### config.mk
export PLATFORM = sky130hd
export DESIGN_NAME = edge_bit_packer
export DESIGN_NICKNAME = d
export VERILOG_FILES = /design/src/rtl/edge_bit_packer.sv
export SDC_FILE = /design/constraint.sdc
export NUM_CORES = 1
export LEC_CHECK = 0
export ABC_AREA = 1
export CELL_PAD_IN_SITES_DETAIL_PLACEMENT = 1
export CELL_PAD_IN_SITES_GLOBAL_PLACEMENT = 1
export CORE_MARGIN = 2
export CORE_UTILIZATION = 24
export DETAILED_ROUTE_END_ITERATION = 8
export PLACE_DENSITY_LB_ADDON = 0.1
export SYNTH_ARGS = -nofsm -noshare
export SYNTH_HDL_FRONTEND = slang
export SYNTH_SLANG_ARGS = --single-unit
### constraint.sdc
create_clock -name clk -period 4.5 [get_ports clk]
set_clock_uncertainty 0.2 [all_clocks]
set_input_delay 0.9 -clock clk [delete_from_list [all_inputs] [get_ports clk]]
set_output_delay 0.9 -clock clk [all_outputs]
set_load 0.005 [all_outputs]
### src/rtl/edge_bit_packer.sv
// edge_bit_packer: 1 bit/pixel canny packer, SOF-framed bytes into a FWFT FIFO; define CHECKSUM_EN for an XOR trailer byte
module edge_bit_packer #(
  parameter int H_RES = 172,
  parameter int V_RES = 240,
  parameter logic [7:0] THRESH = 8'd128,
  parameter logic [7:0] SOF_BYTE = 8'hA5,
  parameter int FIFO_DEPTH = 16
) (
  input  logic       clk,
  input  logic       reset,
  input  logic       i_de,
  input  logic [7:0] i_data,
  output logic [7:0] o_data,
  output logic       o_valid,
  input  logic       i_ready,
  output logic       o_busy,
  output logic       o_frame_done,
  output logic       o_overflow
);
  localparam int N = H_RES * V_RES;
  localparam int PW = $clog2(N + 1);
  localparam int AW = $clog2(FIFO_DEPTH);
  localparam logic [AW:0] FULL_CNT = FIFO_DEPTH[AW:0];
`ifdef CHECKSUM_EN
  typedef enum logic [1:0] {IDLE, PAYLOAD, CKSUM, SOF_PEND} state_t;
  logic [7:0] xr;
`else
  typedef enum logic [0:0] {IDLE, PAYLOAD} state_t;
`endif
  state_t state, state_n;
  logic [PW-1:0] pix_cnt, pix_cnt_n;
  logic [2:0] bit_cnt, bit_cnt_n;
  logic [7:0] sh, sh_n, sh_in, push_data;
  logic px, last, push, sof, done_n;
  logic [7:0] mem [FIFO_DEPTH];
  logic [AW:0] wr, rd, rd_n, cnt_n;
  logic pop, full, wen, drop;
  assign o_busy = state != IDLE;
  always_comb begin
    px = i_data >= THRESH;
    sh_in = {sh[6:0], px};
    last = pix_cnt == PW'(N - 1);
    state_n = state;
    pix_cnt_n = pix_cnt;
    bit_cnt_n = bit_cnt;
    sh_n = sh;
    push = 1'b0;
    sof = 1'b0;
    done_n = 1'b0;
    push_data = sh_in << (3'd7 - bit_cnt);
    case (state)
      IDLE: if (i_de) begin
        push = 1'b1;
        sof = 1'b1;
        push_data = SOF_BYTE;
        sh_n = {7'b0, px};
        bit_cnt_n = 3'd1;
        pix_cnt_n = PW'(1);
        state_n = PAYLOAD;
      end
`ifdef CHECKSUM_EN
      CKSUM: begin
        push = 1'b1;
        push_data = xr;
        done_n = 1'b1;
        sh_n = {7'b0, px};
        bit_cnt_n = 3'd1;
        pix_cnt_n = PW'(1);
        state_n = i_de ? SOF_PEND : IDLE;
      end
      SOF_PEND: begin
        push = 1'b1;
        sof = 1'b1;
        push_data = SOF_BYTE;
        state_n = PAYLOAD;
        if (i_de) begin
          sh_n = sh_in;
          bit_cnt_n = bit_cnt + 3'd1;
          pix_cnt_n = pix_cnt + PW'(1);
        end
      end
`endif
      default: if (i_de) begin
        sh_n = sh_in;
        bit_cnt_n = last ? 3'd0 : bit_cnt + 3'd1;
        pix_cnt_n = last ? '0 : pix_cnt + PW'(1);
        push = bit_cnt == 3'd7 || last;
`ifdef CHECKSUM_EN
        state_n = last ? CKSUM : PAYLOAD;
`else
        state_n = last ? IDLE : PAYLOAD;
        done_n = last;
`endif
      end
    endcase
    pop = o_valid && i_ready;
    full = (wr - rd) == FULL_CNT;
    wen = push && (!full || pop);
    drop = push && !wen;
    rd_n = rd + {{AW{1'b0}}, pop};
    cnt_n = wr + {{AW{1'b0}}, wen} - rd_n;
  end
  always_ff @(posedge clk) begin
    if (reset) begin
      state <= IDLE;
      pix_cnt <= '0;
      bit_cnt <= '0;
      sh <= '0;
      o_frame_done <= 1'b0;
      o_overflow <= 1'b0;
`ifdef CHECKSUM_EN
      xr <= '0;
`endif
    end else begin
      state <= state_n;
      pix_cnt <= pix_cnt_n;
      bit_cnt <= bit_cnt_n;
      sh <= sh_n;
      o_frame_done <= done_n;
      o_overflow <= (sof ? 1'b0 : o_overflow) | drop;
`ifdef CHECKSUM_EN
      xr <= sof ? 8'd0 : (push && state == PAYLOAD) ? xr ^ push_data : xr;
`endif
    end
  end
  always_ff @(posedge clk) if (wen) mem[wr[AW-1:0]] <= push_data;
  always_ff @(posedge clk) begin
    if (reset) begin
      wr <= '0;
      rd <= '0;
      o_valid <= 1'b0;
      o_data <= '0;
    end else begin
      wr <= wr + {{AW{1'b0}}, wen};
      rd <= rd_n;
      o_valid <= |cnt_n;
      o_data <= (wen && wr[AW-1:0] == rd_n[AW-1:0]) ? push_data : mem[rd_n[AW-1:0]];
    end
  end
endmodule
* Word-level counts from Yosys, hierarchy flattened
Memories as Yosys holds them, arrays and structs flattened. A register that Yosys moved wholly into a read port is not among the register bits. Index checks and enable logic that the tools add are counted.
Word-level totals: register bits 40, memory bits (writable) 128, input bits 12, output and inout port bits 12, logic and storage cells 57, memories kept 1
Operators by class: add/subtract/negate cells 7, order comparisons 1, equality and inequality tests 3, shift-type cells 1, multiplexer cells 23, bitwise gates (word level) 3, reduce and logical (&&, ||, !) cells 9
Memories:
- mem | words 16, width 8, rd ports 1, clocked after memory_dff 1, write ports 1, RTL line 35 | logic [7:0] mem [FIFO_DEPTH];
Operators by type and width (count):
- $mux W16 | 4
- $mux W7 | 3
- $add A16 B1 Y16 const B | 1
- $eq A16 B16 Y1 const B | 1
- $mux W8 | 2
- $mux W3 | 4
- $add A5 B1 Y5 | 2
- $mux W1 | 10
- $sub A5 B5 Y5 | 2
- $ge A8 B8 Y1 const B | 1
- $shl A8 B3 Y8 | 1
- $eq A5 B5 Y1 const B | 1
- $reduce_or A5 Y1 | 1
- $add A3 B1 Y3 const B | 1
- $eq A3 B3 Y1 const B | 1
- $logic_and A1 B1 Y1 | 3
- $reduce_or A3 Y1 | 1
- $sub A3 B3 Y3 const A | 1
- $logic_not A1 Y1 | 2
- $logic_or A1 B1 Y1 | 2
- $not A1 Y1 | 2
- $or A1 B1 Y1 | 1

* Depth between registers and ports, before layout
Gate-level depths: netlist (run 1).
depth in word-level cells 8, gate-level depth with buffers 24, gate-level depth less buffers 23

* Worst setup path after synthesis (run 1)
Ideal clock, no wire load.
path type input to register, start point input i_ready, end point register o_valid, library setup time 0.128 ns, arrival time 3.100 ns, required time 4.172 ns, setup slack 1.072 ns, stages 18, path buffers 1, cell sequence nand2_1 -> inv_1 -> nor2_1 -> nand3_1 -> nor2_1 -> nand2_2 -> and2_4 -> buf_12 -> ha_1 -> ha_1 -> xor2_1 -> ha_1 -> a31oi_1 -> nand2_1 -> nand2_1 -> nand3_1 -> nor2_1 -> nor2_1
Between the ends: cells in the longest elaborated chain, start to end 6, elaborated cells on any way between the ends 7, those cells by class add/sub (3); reduce/logical (4)
RTL lines:
- from (decl) | RTL line 15 | input logic i_ready,
- $logic_and A1 B1 Y1 * | RTL line 96 | pop = o_valid && i_ready;
- $logic_or A1 B1 Y1 | RTL line 98 | wen = push && (!full || pop);
- $logic_and A1 B1 Y1 | RTL line 98
- $add A5 B1 Y5 | RTL line 101 | cnt_n = wr + {{AW{1'b0}}, wen} - rd_n;
- $sub A5 B5 Y5 * | RTL line 101
- $reduce_or A5 Y1 * | RTL line 136 | o_valid <= |cnt_n;
- to (signal assigned) | RTL line 136
- to (decl) | RTL line 14 | output logic o_valid,
Mark *: on every way between the ends. The rest lies on a longest branch, timed or not. A chain may end at the register's enable or synchronous reset.

* Final worst setup path (run 1)
start point register wr[2], end point register o_valid
Between the ends: cells in the longest elaborated chain, start to end 8
RTL lines:
- from (decl) | RTL line 36 | logic [AW:0] wr, rd, rd_n, cnt_n;
- from (signal assigned) | RTL line 134 | wr <= wr + {{AW{1'b0}}, wen};
- $sub A5 B5 Y5 | RTL line 97 | full = (wr - rd) == FULL_CNT;
- $eq A5 B5 Y1 | RTL line 97
- $logic_not A1 Y1 | RTL line 98
- $logic_or A1 B1 Y1 | RTL line 98
- $logic_and A1 B1 Y1 | RTL line 98
- $add A5 B1 Y5 * | RTL line 101
- $sub A5 B5 Y5 * | RTL line 101
- $reduce_or A5 Y1 * | RTL line 136
Marked as above.

==> flow_summary.yaml, run 1 <==
place:
  dp_slack_ns: 0.4740
  hpwl_mm: 16.15
  port_buffers: 16
  placed_area_sq_um: 8987
  routabilityCongestion: 0.7128
timing:
  setup_ws_ns: 0.9555
  slew_headroom: 0.4002
  whs_ns: 0.2929
  worstMarginPinSlew_ns: 0.8964
  finalMaxSlewViolations: 0
  period_share: 0.7877
  period_minus_slack_ns: 3.545
  finalSetupViolCount: 0
  fmax_mhz: 282.1
  rsz0062_at_grt: "no"
  finalHoldViolCount: 0
  fin_setup_tns_ns: 0
logic_synthesis:
  synth_fa_ha_area_frac: 0.02285
  synth_edf_count: 128
  synth_compound_area_frac: 0.04037
  syn-num-nets: 929
  synth_ff_type: "edfxtp_1"
  synthArstFlopShare: 0
  synth_xor_area_frac: 0.01280
  synthCells: 902
  muxShareOfSynthArea: 0
  ys_types: 41
  synth_seq_cells: 176
  synth_top_family_by_area: "simple AND/OR/NAND/NOR gates"
  yosysWarnings: 0
  synth.avg_cell_area_sq_um: 9.107
  synthSimpleGateAreaFrac: 0.2780
  synth_seq_area_share: 0.5849
  synth_area_sq_um: 8214
floorplanning:
  dieArea_sq_um: 35720
  start_util: 0.2444
  rows: 67
  io-pin-count: 24
  coreArea_sq_um: 33620
  die_x_um: 189
  die_h_um: 189
cells_and_area:
  design_area_sq_um: 9594
  drive_gt1_frac: 0.08686
  layout.nets: 958
  antenna_cells: 0
  mostFrequentLayoutCells: "nand2_1 (298), nand3_1 (128), edfxtp_1 (128)"
  post-route-util: 0.2854
  syn2layout_area_growth_pct: 16.80
  layout_commonest_cell: "nand2_1"
  fillCellCount: 3872
hold_path:
  hold_path_class: "reg2reg"
global_routing:
  grt_pass1_wl_mm: 37.76
  grt_max_degree: 30
  grt_pass1_vias: 6510
  overflow: 0
  grt_usage: 0.1393
  antenna_found_initial: 0
route:
  wire_per_inst_um: 16.86
  ant_nets: 0
  viasPerCell: 4.346
  dr.pass1.iters: 4
  vias: 6050
  drc: 0
  wl_mm: 23.46
  drt_iter0_markers: 201
setup_path:
  cp_max_fo: 8
  setup.worst_path.start: "wr[2]$_SDFF_PP0_"
  cp-end-kind: "flip-flop"
  crit_type: "reg2reg"
  cp_data_arrival_time_ns: 3.67
  cp-endpoint: "o_valid$_SDFF_PP0_"
  regToRegStartpoint: "wr[2]$_SDFF_PP0_"
  crit_required_ns: 4.62
  reg2reg_slack_ns: 0.96
  worst_setup_path_start_kind: "flip-flop"
  timing.rr.end: "o_valid$_SDFF_PP0_"
  ff2ff_path_depth: 19
power:
  power.leakage_nw: 3.759
  ir_drop_uv: 285.1
  pwr_density_cell_nw_per_um2: 488.9
clock_network:
  clk_pin_slew_ns: 0.07
  cts-root-buf: "clkbuf_16"
  cts-buffers-inserted: 17
  clockBufferDepth: 2
  htreeDepth: 4
  cts_sinks: 176
  cts_hold_buf: 0
  postCtsSetupRepairBufs: 0
  clk_latency_ns: 0.45
  cts_resized: 0
  cts_tree: "yes"
run:
  cap_violations: 0
outcome:
  status: "finished, final reports clean"
==> cells in the mapped netlist (2+ instances only) <==
cell,count,area (sq um)
edfxtp_1,128,3844
clkinv_1,3,11.26
inv_2,3,11.26
nand2_2,3,18.77
inv_1,75,281.5
buf_1,5,18.77
o22ai_1,2,12.51
clkbuf_1,12,45.04
nor2_1,61,229.0
a211oi_1,2,15.01
xnor2_1,4,35.03
a31oi_1,3,18.77
xor2_1,8,70.07
nand3_1,128,640.6
o211ai_1,5,37.54
buf_2,19,95.09
nand3b_1,3,22.52
nand4_1,14,87.58
a21oi_1,25,125.1
nor3_1,2,10.01
o21ai_0,14,70.07
o31ai_1,2,15.01
nand2_1,298,1119
dfxtp_1,48,960.9
nand3_4,5,87.58
ha_1,15,187.7
==> sequential cells by signal (all words and copies together), names as in the netlist <==
| signal | count |
|---|---|
| wr | 5 |
| pix_cnt | 16 |
| o_overflow | 1 |
| bit_cnt | 3 |
| o_frame_done | 1 |
| o_busy | 1 |
| mem | 128 |
| o_data | 8 |
| sh | 7 |
| rd | 5 |
| o_valid | 1 |
==> critical path: stages (launching register included) <==
cell and delay [ns]:
dfxtp_1 0.30, buf_4 0.17, ha_1 0.36, a21oi_1 0.20, nand2_1 0.07, nand2_1 0.06, nand2_1 0.05, nor2_1 0.15
nand2_2 0.08, and2_4 0.21, ha_1 0.21, ha_1 0.24, xor2_1 0.22, ha_1 0.28, a31oi_1 0.25, nand2_1 0.09
nand2_1 0.06, nand3_1 0.07, nor2_1 0.10, nor2_1 0.05
==> routing by layer <==
layer  GRT usage  up-vias  wire length, um  part of all wire
met1      0.1899     2940            11910              0.51
met5           0        -                0                 0
met2      0.2264       35            10930              0.47
li1            -     3059                -                 -
met3     0.02169       16              356             0.015
met4     0.04387        0              272             0.012
==> logic make-up after synthesis <==
logic type                 after synthesis
and+or+nand+nor                        522
DFF                                    176
buffers and inverters                  120
AOI/OAI and AO/OA                       57
adders and majority gates               15
xor gates and xnor gates                12
==> area by class of cell <==
type / count / area [sq um] / share of cell area
clock buffer: 18 / 429.2 / 0.04473
clock inverter: 14 / 177.7 / 0.01852
inverter: 81 / 304.0 / 0.03169
multi-input combinational: 606 / 2910 / 0.3033
sequential: 176 / 4805 / 0.5008
tap: 448 / 560.5 / 0.05842
timing repair buffer: 49 / 407.9 / 0.04251
==> where the power goes <==
part           switching (mW)  internal [mW]  total (mW)  leakage [nW]
Clock                   0.681          0.884        1.57         0.292
Sequential             0.0316           1.80        1.83          1.57
Combinational           0.864          0.427        1.29          1.89
Total                    1.58           3.11        4.69          3.76
==> per-stage QoR <==
stage | instances | total power [mW]
after global routing | 1392 | 5.002
after CTS | 1392 | 4.799
final | 1392 | 4.690
after detailed placement | 1360 | 3.212
after floorplan | 902 | 2.705
after global placement | 1360 | 3.207
==> worst min path at each step <==
stage / start / depth (start not counted) / to / slack, ns
3_3_place_gp: pix_cnt[1]$_SDFFE_PP0P_ / 2 / pix_cnt[1]$_SDFFE_PP0P_ / 0.28
4_1_cts: pix_cnt[1]$_SDFFE_PP0P_ / 2 / pix_cnt[1]$_SDFFE_PP0P_ / 0.30
3_5_place_dp: sh[6]$_SDFFE_PP0P_ / 2 / sh[6]$_SDFFE_PP0P_ / 0.28
5_1_grt: pix_cnt[15]$_SDFFE_PP0P_ / 2 / pix_cnt[15]$_SDFFE_PP0P_ / 0.32
2_1_floorplan: sh[6]$_SDFFE_PP0P_ / 2 / sh[6]$_SDFFE_PP0P_ / 0.25
6_report: sh[6]$_SDFFE_PP0P_ / 2 / sh[6]$_SDFFE_PP0P_ / 0.29
(Power assumes the default switching activity.)
==> inputs of run 2 (changes only) <==
clock period = 3.4 ns   (was 4.5 ns; I/O delays follow)
==> flow_summary.yaml, run 2 (same netlist as run 1, synthesis figures left out) <==
floorplanning:
  io-pin-count: 24
  die_h_um: 189
  dieArea_sq_um: 35720
  die_x_um: 189
  coreArea_sq_um: 33620
  rows: 67
  start_util: 0.2444
setup_path:
  cp-end-kind: "flip-flop"
  crit_required_ns: 3.51
  cp_max_fo: 4
  worst_setup_path_start_kind: "flip-flop"
  worst_path_largest_cell_delay_ns: 0.37
  cp_cell_sequence: "inv_1, ha_4, nand2_1, nor2_1, nand3_1, nor2_2, nand2_2, and2_4, ha_1, ha_1, xor2_2, ha_1, a31oi_1, nand2_1, nand2_1, nand3_1, nor2_1, nor2_1"
  slowest_stage: "dfxtp_4"
  crit_type: "reg2reg"
  cp_data_arrival_time_ns: 3.24
global_routing:
  grt_max_degree: 37
  grt_pass1_vias: 6383
  antenna_found_initial: 0
  overflow: 0
  grt_usage: 0.1398
  grt_pass1_wl_mm: 37.79
route:
  ant_nets: 0
  drc: 0
  viasPerCell: 4.375
  drt_iter0_markers: 280
  vias: 6208
  wl_mm: 24.00
  wire_per_inst_um: 16.91
  dr.pass1.iters: 4
timing:
  rsz0062_at_grt: "no"
  worstMarginPinSlew_ns: 0.9653
  finalSetupViolCount: 0
  finalMaxSlewViolations: 0
  period_share: 0.9191
  period_minus_slack_ns: 3.125
  finalHoldViolCount: 0
  slew_headroom: 0.3541
  fmax_mhz: 320.0
clock_network:
  cts_tree: "yes"
  cts-root-buf: "clkbuf_16"
  postCtsSetupRepairBufs: 0
  cts_sinks: 176
  cts_hold_buf: 0
  htreeDepth: 4
  clk_pin_slew_ns: 0.07
  clk_latency_ns: 0.44
  cts-buffers-inserted: 17
  clockBufferDepth: 2
power:
  total_power_mw: 6.232
  pwr_density_cell_nw_per_um2: 627.3
  power.leakage_nw: 3.915
  ir_drop_uv: 365.0
cells_and_area:
  largest_reg_flops: 128
  fin_cells: 1419
  seq_area_sq_um: 4810
  layout.nets: 985
  mostFrequentLayoutCells: "nand2_1 (296), nand3_1 (128), edfxtp_1 (128)"
  fillCellCount: 3867
  multi_input_area_sq_um: 3003
  layout_commonest_cell: "nand2_1"
  drive_gt1_frac: 0.1267
  syn2layout_area_growth_pct: 20.94
  post-route-util: 0.2955
  antenna_cells: 0
place:
  routabilityCongestion: 0.7093
  dp.cells: 1387
  port_buffers: 16
  hpwl_mm: 16.32
outcome:
  status: "finished, final reports clean"
run:
  cap_violations: 0
hold_path:
  hold_path_class: "reg2reg"
-- run 2: final timing paths --
check | from | slack [ns] | to | depth (start not counted)
max | rd[1]$_SDFF_PP0_ | 0.28 | o_valid$_SDFF_PP0_ | 18
min | sh[6]$_SDFFE_PP0P_ | 0.30 | sh[6]$_SDFFE_PP0P_ | 2
max reg2reg | rd[1]$_SDFF_PP0_ | 0.28 | o_valid$_SDFF_PP0_ | 18
min reg2reg | sh[6]$_SDFFE_PP0P_ | 0.30 | sh[6]$_SDFFE_PP0P_ | 2
-- run 2: area by class of cell --
type | count | share of cell area
Sequential cell | 176 | 0.4841
Tap cell | 448 | 0.05642
Clock inverter | 13 | 0.01272
Clock buffer | 19 | 0.04358
Inverter | 81 | 0.03060
Timing Repair Buffer | 76 | 0.07028
Multi-Input combinational cell | 606 | 0.3023
-- run 2: stage by stage --
stage          worst slack, ns  hold slack (ns)  setup TNS [ns]  instance area (sq um)
2_1_floorplan          0.05284           0.2508               0                   8214
3_3_place_gp           -0.2380           0.2722         -0.2387                   9278
3_5_place_dp           -0.2526           0.2940         -0.2589                   9278
4_1_cts                0.02542           0.3068               0                   9837
5_1_grt               0.007933           0.3247               0                   9935
6_report                0.2751           0.3019               0                   9935
-- run 2: per-layer routing --
| metal | track usage | part of all wire | wire length (um) |
|---|---|---|---|
| met4 | 0.03245 | 0.0077 | 184 |
| met1 | 0.1932 | 0.51 | 12150 |
| met5 | 0 | 0 | 0 |
| met2 | 0.2270 | 0.47 | 11240 |
| met3 | 0.02502 | 0.018 | 425 |
-- run 2: critical path: cells and delay by family, from the launching register on --
kind,cells,cell delay [ns]
flip-flops,1,0.37
adder cells (fa/ha/maj),4,1.02
buffers and inverters,1,0.07
AO/OA/AOI/OAI,1,0.22
AND/OR/NAND/NOR,11,0.98
XOR/XNOR,1,0.16
-- run 2: timing repair --
action / CTS / global route
resized for setup: 0 / 18
hold endpoints to repair: 0 / 0
setup endpoints to repair: 0 / 1
-- run 2: power by group --
part / total, mW / switching [mW] / internal (mW)
logic: 1.86 / 1.18 / 0.679
clock network: 1.95 / 0.924 / 1.03
registers: 2.42 / 0.0402 / 2.38
total: 6.23 / 2.14 / 4.09
